--- src/rtl/gba_mem_ctrl_if.sv ---
// Bus bundle between the CPU/loader requesters, the memory controller and the
// region backends. The controller uses the slave view; the environment drives the master view.
interface gba_mem_ctrl_if #(
  parameter int LDR_AW = 23
);
  logic              cpu_req;
  logic [31:0]       cpu_addr;
  logic [31:0]       cpu_wdata;
  logic [1:0]        cpu_width;
  logic              cpu_write;
  logic              cpu_ok;
  logic [31:0]       cpu_rdata;
  logic              ldr_valid;
  logic [LDR_AW-1:0] ldr_addr;
  logic [31:0]       ldr_data;
  logic              ldr_ready;
  logic              bk_en;
  logic              bk_we;
  logic [3:0]        bk_region;
  logic [23:0]       bk_addr;
  logic [3:0]        bk_be;
  logic [31:0]       bk_wdata;
  logic [31:0]       bk_rdata;

  modport master (
    output cpu_req, cpu_addr, cpu_wdata, cpu_width, cpu_write,
    output ldr_valid, ldr_addr, ldr_data, bk_rdata,
    input  cpu_ok, cpu_rdata, ldr_ready,
    input  bk_en, bk_we, bk_region, bk_addr, bk_be, bk_wdata
  );

  modport slave (
    input  cpu_req, cpu_addr, cpu_wdata, cpu_width, cpu_write,
    input  ldr_valid, ldr_addr, ldr_data, bk_rdata,
    output cpu_ok, cpu_rdata, ldr_ready,
    output bk_en, bk_we, bk_region, bk_addr, bk_be, bk_wdata
  );
endinterface

--- src/rtl/gba_mem_ctrl.sv ---
// GBA memory controller: loader/CPU arbitration, memory-map decode, one backend
// access per request with per-region wait states, lane enables, read rotation and open bus.
module gba_mem_ctrl #(
  parameter int WS_BIOS  = 0,
  parameter int WS_EWRAM = 2,
  parameter int WS_IWRAM = 0,
  parameter int WS_IO    = 0,
  parameter int WS_VID   = 0,
  parameter int WS_PAK_N = 4,
  parameter int WS_PAK_S = 2,
  parameter int WS_SRAM  = 4,
  parameter int LDR_AW   = 23,
  parameter int WS_W     = 4
) (
  input  logic          clk,
  input  logic          rst,
  gba_mem_ctrl_if.slave bus
);

  typedef enum logic [1:0] {S_IDLE, S_ISSUE, S_WAIT} state_t;

  localparam logic [31:0] LDR_BASE = 32'h0800_0000;

  function automatic logic [3:0] f_be(input logic [1:0] width, input logic [1:0] lo);
    case (width)
      2'd0:    f_be = 4'b0001 << lo;
      2'd1:    f_be = lo[1] ? 4'b1100 : 4'b0011;
      default: f_be = 4'hF;
    endcase
  endfunction

  function automatic logic [31:0] f_wdata(input logic [1:0] width, input logic [31:0] d);
    case (width)
      2'd0:    f_wdata = {4{d[7:0]}};
      2'd1:    f_wdata = {2{d[15:0]}};
      default: f_wdata = d;
    endcase
  endfunction

  // Word-align within the region; VRAM folds its upper 32K mirror onto 0x10000-0x17FFF.
  function automatic logic [23:0] f_fold(input logic [3:0] region, input logic [23:0] a);
    f_fold = {a[23:2], 2'b00};
    if (region == 4'h6 && a[16]) f_fold[15] = 1'b0;
  endfunction

  function automatic logic [31:0] f_align(input logic [1:0] width, input logic [1:0] lo,
                                          input logic [31:0] d);
    logic [31:0] r;
    case (lo)
      2'd0:    r = d;
      2'd1:    r = {d[7:0],  d[31:8]};
      2'd2:    r = {d[15:0], d[31:16]};
      default: r = {d[23:0], d[31:24]};
    endcase
    case (width)
      2'd0:    f_align = {24'h0, r[7:0]};
      2'd1:    f_align = {16'h0, r[15:0]};
      default: f_align = r;
    endcase
  endfunction

  function automatic logic [WS_W-1:0] f_ws(input logic [3:0] region, input logic seq,
                                           input logic ldr);
    if (ldr) begin
      f_ws = '0;
    end else begin
      case (region)
        4'h0:                      f_ws = WS_W'(WS_BIOS);
        4'h2:                      f_ws = WS_W'(WS_EWRAM);
        4'h3:                      f_ws = WS_W'(WS_IWRAM);
        4'h4:                      f_ws = WS_W'(WS_IO);
        4'h5, 4'h6, 4'h7:          f_ws = WS_W'(WS_VID);
        4'h8, 4'h9, 4'hA,
        4'hB, 4'hC, 4'hD:          f_ws = seq ? WS_W'(WS_PAK_S) : WS_W'(WS_PAK_N);
        4'hE, 4'hF:                f_ws = WS_W'(WS_SRAM);
        default:                   f_ws = '0;
      endcase
    end
  endfunction

  state_t          state_q;
  logic            src_ldr_q;
  logic            rd_q;
  logic            issued_q;
  logic            first_q;
  logic [1:0]      width_q;
  logic [1:0]      lane_q;
  logic [WS_W-1:0] ws_q;
  logic [WS_W-1:0] cnt_q;
  logic [31:0]     cap_q;
  logic [31:0]     obus_q;
  logic [31:0]     prev_addr_q;
  logic            prev_valid_q;
  logic            cpu_ok_q;
  logic            ldr_ready_q;
  logic [31:0]     cpu_rdata_q;
  logic            bk_en_q;
  logic            bk_we_q;
  logic [3:0]      bk_region_q;
  logic [23:0]     bk_addr_q;
  logic [3:0]      bk_be_q;
  logic [31:0]     bk_wdata_q;

  logic            use_ldr;
  logic [31:0]     req_addr;
  logic [31:0]     req_wdata;
  logic [1:0]      req_width;
  logic            req_write;
  logic [3:0]      req_region;
  logic            req_pak;
  logic            req_mapped;
  logic            issue_d;
  logic [31:0]     step_d;
  logic            seq_d;
  logic [WS_W-1:0] ws_d;
  logic [23:0]     bk_addr_d;
  logic [3:0]      bk_be_d;
  logic [31:0]     bk_wdata_d;

  // Request decode from the live inputs; only consumed in IDLE, so later changes are ignored.
  always_comb begin
    use_ldr    = bus.ldr_valid;
    req_addr   = use_ldr ? LDR_BASE + 32'({bus.ldr_addr, 2'b00}) : bus.cpu_addr;
    req_wdata  = use_ldr ? bus.ldr_data : bus.cpu_wdata;
    req_width  = use_ldr ? 2'd2 : bus.cpu_width;
    req_write  = use_ldr | bus.cpu_write;
    req_region = req_addr[27:24];
    req_pak    = (req_region >= 4'h8) && (req_region <= 4'hD);
    req_mapped = (req_region != 4'h1);
    issue_d    = req_mapped && !((req_region == 4'h0) && req_write);
    case (req_width)
      2'd0:    step_d = 32'd1;
      2'd1:    step_d = 32'd2;
      default: step_d = 32'd4;
    endcase
    seq_d      = prev_valid_q && req_pak && (req_addr == prev_addr_q + step_d);
    ws_d       = f_ws(req_region, seq_d, use_ldr);
    bk_addr_d  = f_fold(req_region, req_addr[23:0]);
    bk_be_d    = f_be(req_width, req_addr[1:0]);
    bk_wdata_d = f_wdata(req_width, req_wdata);
  end

  // Backend data is live in the cycle after bk_en and captured for longer waits.
  logic [31:0] rd_raw;
  logic [31:0] rd_val;
  assign rd_raw = first_q ? bus.bk_rdata : cap_q;
  assign rd_val = issued_q ? f_align(width_q, lane_q, rd_raw) : obus_q;

  always_ff @(posedge clk) begin
    if (rst) begin
      state_q      <= S_IDLE;
      src_ldr_q    <= 1'b0;
      rd_q         <= 1'b0;
      issued_q     <= 1'b0;
      first_q      <= 1'b0;
      width_q      <= 2'd0;
      lane_q       <= 2'd0;
      ws_q         <= '0;
      cnt_q        <= '0;
      obus_q       <= '0;
      prev_valid_q <= 1'b0;
      cpu_ok_q     <= 1'b0;
      ldr_ready_q  <= 1'b0;
      cpu_rdata_q  <= '0;
      bk_en_q      <= 1'b0;
      bk_we_q      <= 1'b0;
      bk_region_q  <= '0;
      bk_addr_q    <= '0;
      bk_be_q      <= '0;
      bk_wdata_q   <= '0;
    end else begin
      cpu_ok_q    <= 1'b0;
      ldr_ready_q <= 1'b0;
      bk_en_q     <= 1'b0;
      bk_we_q     <= 1'b0;
      first_q     <= 1'b0;

      if (first_q && rd_q) begin
        cap_q  <= bus.bk_rdata;
        obus_q <= bus.bk_rdata;
      end
      if (cpu_ok_q && rd_q) cpu_rdata_q <= rd_val;

      case (state_q)
        S_IDLE: begin
          if (bus.ldr_valid || bus.cpu_req) begin
            src_ldr_q   <= use_ldr;
            rd_q        <= !req_write;
            issued_q    <= issue_d;
            width_q     <= req_width;
            lane_q      <= req_addr[1:0];
            ws_q        <= ws_d;
            bk_en_q     <= issue_d;
            bk_we_q     <= issue_d && req_write;
            bk_region_q <= req_region;
            bk_addr_q   <= bk_addr_d;
            bk_be_q     <= bk_be_d;
            bk_wdata_q  <= bk_wdata_d;
            if (!use_ldr) begin
              prev_valid_q <= req_pak;
              if (req_pak) prev_addr_q <= req_addr;
            end
            state_q <= S_ISSUE;
          end
        end
        S_ISSUE: begin
          cnt_q   <= ws_q;
          first_q <= issued_q;
          if (ws_q == '0) begin
            cpu_ok_q    <= !src_ldr_q;
            ldr_ready_q <= src_ldr_q;
          end
          state_q <= S_WAIT;
        end
        S_WAIT: begin
          // The ok pulse is raised one edge early so it is visible exactly while cnt_q == 0.
          if (cnt_q == '0) begin
            state_q <= S_IDLE;
          end else begin
            cnt_q <= cnt_q - WS_W'(1);
            if (cnt_q == WS_W'(1)) begin
              cpu_ok_q    <= !src_ldr_q;
              ldr_ready_q <= src_ldr_q;
            end
          end
        end
        default: state_q <= S_IDLE;
      endcase
    end
  end

  assign bus.cpu_ok    = cpu_ok_q;
  assign bus.cpu_rdata = (cpu_ok_q && rd_q) ? rd_val : cpu_rdata_q;
  assign bus.ldr_ready = ldr_ready_q;
  assign bus.bk_en     = bk_en_q;
  assign bus.bk_we     = bk_we_q;
  assign bus.bk_region = bk_region_q;
  assign bus.bk_addr   = bk_addr_q;
  assign bus.bk_be     = bk_be_q;
  assign bus.bk_wdata  = bk_wdata_q;

endmodule
--- src/flat_wrapper.sv ---
// flat-port wrapper written by rule: the top's interface ports become plain ports
module gba_mem_ctrl_flat 
#(
  parameter int WS_BIOS  = 0,
  parameter int WS_EWRAM = 2,
  parameter int WS_IWRAM = 0,
  parameter int WS_IO    = 0,
  parameter int WS_VID   = 0,
  parameter int WS_PAK_N = 4,
  parameter int WS_PAK_S = 2,
  parameter int WS_SRAM  = 4,
  parameter int LDR_AW   = 23,
  parameter int WS_W     = 4
)
  (clk, rst, bus_cpu_req, bus_cpu_addr, bus_cpu_wdata, bus_cpu_width, bus_cpu_write, bus_ldr_valid, bus_ldr_addr, bus_ldr_data, bus_bk_rdata, bus_cpu_ok, bus_cpu_rdata, bus_ldr_ready, bus_bk_en, bus_bk_we, bus_bk_region, bus_bk_addr, bus_bk_be, bus_bk_wdata);
  gba_mem_ctrl_if #(.LDR_AW(LDR_AW)) bus_i ();
  input  logic clk;
  input  logic rst;
  input wire logic [$bits(bus_i.cpu_req)-1:0] bus_cpu_req;
  input wire logic [$bits(bus_i.cpu_addr)-1:0] bus_cpu_addr;
  input wire logic [$bits(bus_i.cpu_wdata)-1:0] bus_cpu_wdata;
  input wire logic [$bits(bus_i.cpu_width)-1:0] bus_cpu_width;
  input wire logic [$bits(bus_i.cpu_write)-1:0] bus_cpu_write;
  input wire logic [$bits(bus_i.ldr_valid)-1:0] bus_ldr_valid;
  input wire logic [$bits(bus_i.ldr_addr)-1:0] bus_ldr_addr;
  input wire logic [$bits(bus_i.ldr_data)-1:0] bus_ldr_data;
  input wire logic [$bits(bus_i.bk_rdata)-1:0] bus_bk_rdata;
  output wire logic [$bits(bus_i.cpu_ok)-1:0] bus_cpu_ok;
  output wire logic [$bits(bus_i.cpu_rdata)-1:0] bus_cpu_rdata;
  output wire logic [$bits(bus_i.ldr_ready)-1:0] bus_ldr_ready;
  output wire logic [$bits(bus_i.bk_en)-1:0] bus_bk_en;
  output wire logic [$bits(bus_i.bk_we)-1:0] bus_bk_we;
  output wire logic [$bits(bus_i.bk_region)-1:0] bus_bk_region;
  output wire logic [$bits(bus_i.bk_addr)-1:0] bus_bk_addr;
  output wire logic [$bits(bus_i.bk_be)-1:0] bus_bk_be;
  output wire logic [$bits(bus_i.bk_wdata)-1:0] bus_bk_wdata;
  assign bus_i.cpu_req = bus_cpu_req;
  assign bus_i.cpu_addr = bus_cpu_addr;
  assign bus_i.cpu_wdata = bus_cpu_wdata;
  assign bus_i.cpu_width = bus_cpu_width;
  assign bus_i.cpu_write = bus_cpu_write;
  assign bus_i.ldr_valid = bus_ldr_valid;
  assign bus_i.ldr_addr = bus_ldr_addr;
  assign bus_i.ldr_data = bus_ldr_data;
  assign bus_i.bk_rdata = bus_bk_rdata;
  assign bus_cpu_ok = bus_i.cpu_ok;
  assign bus_cpu_rdata = bus_i.cpu_rdata;
  assign bus_ldr_ready = bus_i.ldr_ready;
  assign bus_bk_en = bus_i.bk_en;
  assign bus_bk_we = bus_i.bk_we;
  assign bus_bk_region = bus_i.bk_region;
  assign bus_bk_addr = bus_i.bk_addr;
  assign bus_bk_be = bus_i.bk_be;
  assign bus_bk_wdata = bus_i.bk_wdata;
  gba_mem_ctrl #(.WS_BIOS(WS_BIOS), .WS_EWRAM(WS_EWRAM), .WS_IWRAM(WS_IWRAM), .WS_IO(WS_IO), .WS_VID(WS_VID), .WS_PAK_N(WS_PAK_N), .WS_PAK_S(WS_PAK_S), .WS_SRAM(WS_SRAM), .LDR_AW(LDR_AW), .WS_W(WS_W)) u_core (.clk(clk), .rst(rst), .bus(bus_i));
endmodule
--- config.mk ---
export PLATFORM = sky130hd
export DESIGN_NAME = gba_mem_ctrl_flat
export DESIGN_NICKNAME = d
export VERILOG_FILES = /design/src/rtl/gba_mem_ctrl_if.sv /design/src/rtl/gba_mem_ctrl.sv /design/src/flat_wrapper.sv
export SDC_FILE = /design/constraint.sdc
export NUM_CORES = 1
export LEC_CHECK = 0
export CORE_MARGIN = 2
export CORE_UTILIZATION = 40
export CTS_BUF_LIST = sky130_fd_sc_hd__clkbuf_8
export DETAILED_ROUTE_END_ITERATION = 10
export PLACE_DENSITY = 0.66
export SLEW_MARGIN = 20
export SYNTH_ARGS = -nofsm -noshare
export SYNTH_HDL_FRONTEND = slang
export SYNTH_SLANG_ARGS = --single-unit
--- constraint.sdc ---
create_clock -name clk -period 7.34 [get_ports clk]
set_input_delay 1.468 -clock clk [delete_from_list [all_inputs] [get_ports clk]]
set_output_delay 1.468 -clock clk [all_outputs]
set_load 0.05 [all_outputs]
==> metrics list <==
- Result of the run: finished, final reports clean
- Static timing analysis puts the maximum clock frequency at 184 MHz.
- For the worst setup path, the data arrival time is 3950 ps.
- Count of routing violations after the opening detailed-route iteration: 701
- Global router's overall resource usage: 22.2%
- Detailed placement ended at an HPWL of 22.9 mm.
* DRC viols: 0
* Area share of and/or/nand/nor cells after synthesis: 19.7%
- Each instance of the synthesized netlist takes up on average 8.66 um2.
- Core area: 27000 um2
* Cell Chain, Critical Path: clkdlybuf4s50_1, mux2i_1, nand2_1, o21ai_0, o211ai_1, o21ai_0, o21ai_0, clkdlybuf4s50_1
* Max stage delay on crit path: 870 ps
- The worst-case IR drop observed on VDD is 0.130 mV.
- Vias in the first global route: 9451
- Of all nets on the critical path, the largest fanout is 3.
- By area, the combinational part of the netlist is dominated by simple AND/OR/NAND/NOR gates.
- The number of max-slew violations in the final report is 0.
- Most used flip-flop cell after synthesis: sky130_fd_sc_hd__dfxtp_1
- The mapped netlist covers 11000 um2.
- Dividing the final minimum period by the clock period gives 73.9%.
* Maximum root-to-sink buffer count: 3
* Largest net degree at the start of global routing: 65
* XOR/XNOR share of the synthesized area: 3.01%
* Share of synthesized area occupied by flip-flops and latches: 44.4%
* Cell leakage power: 5.19 nW
- The number of hold violations in the final report was 0.
- Height of the die: 170 um
- Routed wirelength normalized by instance count: 17.6 um
- The clock tree synthesis step divided the H-tree into 2 levels.
* Clock latency reported for the late side of the worst-skew pair: 530 ps
- Clock-pin slew was measured on the worst setup and hold paths at 50 ps.
* Crit path time final: 5420 ps
- The number of antenna violations at the first check in global routing was 0.
- The clock drives 211 sinks.
- The floorplan step set the die width to 170 um.
* Final total negative setup slack: 0 ps
- After synthesis, the share of cell area in mux cells is 11.0%.
- Worst slew margin: 32.2%
* Crit start category: primary input
- The die covers 28700 um2.
- The synthesized netlist devotes 16.1% of its cell area to compound gates.
* Setup repair after global routing missed its margin: no
* Initial core utilization: 40.7%
* Hold Crit Class: register to register
* Port-buffer cells: 255
- Detailed-route vias per instance: 5.32
- Final Setup Violations: 0
- STA puts the critical path data required time at 5870 ps.
* EDFF count, synth: 64
* Share of post-route cells with drive strength above 1: 6.61%
- The count of nets left with antenna violations once routing finished came out at 0.
- The first global-routing pass estimated 50.8 mm of wire.
* Share of flip-flops with an asynchronous set or reset after synthesis: 0%
- Summing the areas of all fa, ha and maj instances in the mapped netlist gives 1.21% of the synthesized area.
* Count of max-cap constraint violations: 0
- The Yosys step of the flow raised 0 warnings.
- Slew at the pin closest to its max-slew limit: 1020 ps
- Detailed-routing iteration count for the pre-antenna-repair pass: 5
* Total congestion overflow: 0
* Clock root buffer: sky130_fd_sc_hd__clkbuf_8
- Synthesis handed over a netlist of 1266 instances.
- STA classifies the critical path endpoint as an output pin.
* Power Total: 3.04 mW
- Relative to the synthesized area, the layout overhead comes to 31.8%.
- Counting flops and latches in the post-synthesis netlist gives 211.
* Highest-delay cell along the critical path: sky130_fd_sc_hd__clkdlybuf4s50_1
* Startpoint-to-endpoint class of the critical path: primary input to output pin
* Routability Congestion: 0.894
- Final-layout fill cell count: 2539
- Most frequent standard cell in the layout excluding fill and tap cells: sky130_fd_sc_hd__clkdlybuf4s50_1
- In this design, the critical path's most frequently occurring cell is sky130_fd_sc_hd__o21ai_0.
* Wirelength, routed: 32.6 mm
* Number of library cell types mapped by synthesis: 66
- Resized Gates After CTS: 0
- Clock skew: 19.8 ps
- For this design the top-level I/O count stands at 258.
- Number of vias in the routed layout: 9873
- The final layout contains 1655 nets.
- The number of clock buffers added by TritonCTS is 38.
* Standard-cell row count: 60
* Post-CTS Repair Setup Buffers: 0
- Hold buffers post-CTS: 0
- Clock tree from TritonCTS: built
- In the layout the commonest cells are 253 x sky130_fd_sc_hd__clkdlybuf4s50_1, 241 x sky130_fd_sc_hd__nand2_1, 145 x sky130_fd_sc_hd__dfxtp_1.
* PD cells: 211 nW/um2
-- where the power goes --
| part | switching (mW) | internal, mW | leakage (nW) |
|---|---|---|---|
| combinational | 0.412 | 0.260 | 2.98 |
| clock | 0.494 | 0.574 | 0.429 |
| sequential | 0.0445 | 1.26 | 1.78 |
-- flip-flops by register name, indices dropped and copies added, names as in the netlist, 4 cells and up --
name                  cells
u_core.bus.bk_wdata      32
u_core.cpu_rdata_q       32
u_core.bus.bk_addr       22
u_core.bus.bk_region      4
u_core.cap_q             32
u_core.bus.bk_be          4
u_core.obus_q            32
u_core.prev_addr_q       32
u_core.cnt_q              4
-- synth_stat cells, types with 5 or more instances --
library cell               count  area (um2)
sky130_fd_sc_hd__a211oi_1     40         300
sky130_fd_sc_hd__a21oi_1      97         485
sky130_fd_sc_hd__a22oi_1      16         120
sky130_fd_sc_hd__a31oi_1       5        31.3
sky130_fd_sc_hd__buf_1         8        30.0
sky130_fd_sc_hd__buf_2         8        40.0
sky130_fd_sc_hd__clkbuf_1     70         263
sky130_fd_sc_hd__dfxtp_1     147        2940
sky130_fd_sc_hd__edfxtp_1     64        1920
sky130_fd_sc_hd__ha_1          9         113
sky130_fd_sc_hd__inv_1        34         128
sky130_fd_sc_hd__mux2_2       16         180
sky130_fd_sc_hd__mux2i_1      96         961
sky130_fd_sc_hd__nand2_1     241         905
sky130_fd_sc_hd__nand3_1      15        75.1
sky130_fd_sc_hd__nand4_1      14        87.6
sky130_fd_sc_hd__nor2_1       96         360
sky130_fd_sc_hd__nor2b_1      43         269
sky130_fd_sc_hd__nor3_1       22         110
sky130_fd_sc_hd__nor4_1        5        31.3
sky130_fd_sc_hd__o211ai_1     19         143
sky130_fd_sc_hd__o21ai_0      82         410
sky130_fd_sc_hd__or3_1         7        43.8
sky130_fd_sc_hd__xnor2_1      23         201
sky130_fd_sc_hd__xor2_1       12         105
-- layout make-up --
| type | instances | area (um2) | area share (%) |
|---|---|---|---|
| Clock buffer | 43 | 592 | 4.10 |
| Antenna cell | 1 | 2.50 | 0.0173 |
| Clock inverter | 24 | 138 | 0.953 |
| Sequential cell | 211 | 4870 | 33.7 |
| Multi-Input combinational cell | 932 | 5630 | 39.0 |
| Tap cell | 341 | 427 | 2.95 |
| Timing Repair Buffer | 270 | 2660 | 18.4 |
| Inverter | 34 | 128 | 0.884 |
-- routing by layer --
layer / global-route usage, % / share of wire (%) / vias to the layer above
met5: 0 / 0 / -
met2: 37.2 / 47 / 334
met3: 4.83 / 6.3 / 42
met4: 5.28 / 1.7 / 0
met1: 29.2 / 45 / 4621
li1: - / - / 4876
-- kinds of logic after synthesis --
logic type / count (synthesis)
flops: 211
simple gates: 478
mux: 116
xor+xnor: 36
buf+inv: 124
other cells: 1
compound gates: 290
fa+ha+maj: 10
-- per-stage QoR --
step                      util, %  hold slack (ps)  cell area [um2]  setup WS [ps]  instances
after global routing         53.6              470            14400           1700       1855
after global placement       50.9              434            13700           1840       1788
after floorplan                 -              413            11000           1810       1267
after CTS                    53.6              452            14400           1890       1855
final                        53.6              448            14400           1920       1856
after detailed placement     50.9              443            13700           1780       1788
-- critical path, delay by kind of cell --
kind,cells,cell delay [ps]
and+or+nand+nor,1,100
AOI/OAI and AO/OA,4,820
buffers and inverters,2,1420
muxes,1,140
-- final timing paths --
kind                                                       from                            to  slack (ps)  cells after the start
worst max-delay path                           bus_bk_rdata[26]              bus_cpu_rdata[2]        1920                      8
worst min-delay path              u_core.src_ldr_q$_SDFFE_PP0P_  u_core.bus.cpu_ok$_SDFF_PP0_         450                      1
worst max register to register  u_core.prev_addr_q[0]$_DFFE_PP_   u_core.ws_q[2]$_SDFFE_PP0P_        4240                      9
worst min register to register    u_core.src_ldr_q$_SDFFE_PP0P_  u_core.bus.cpu_ok$_SDFF_PP0_         450                      1
No activity file was read; power rests on OpenSTA's default activity.
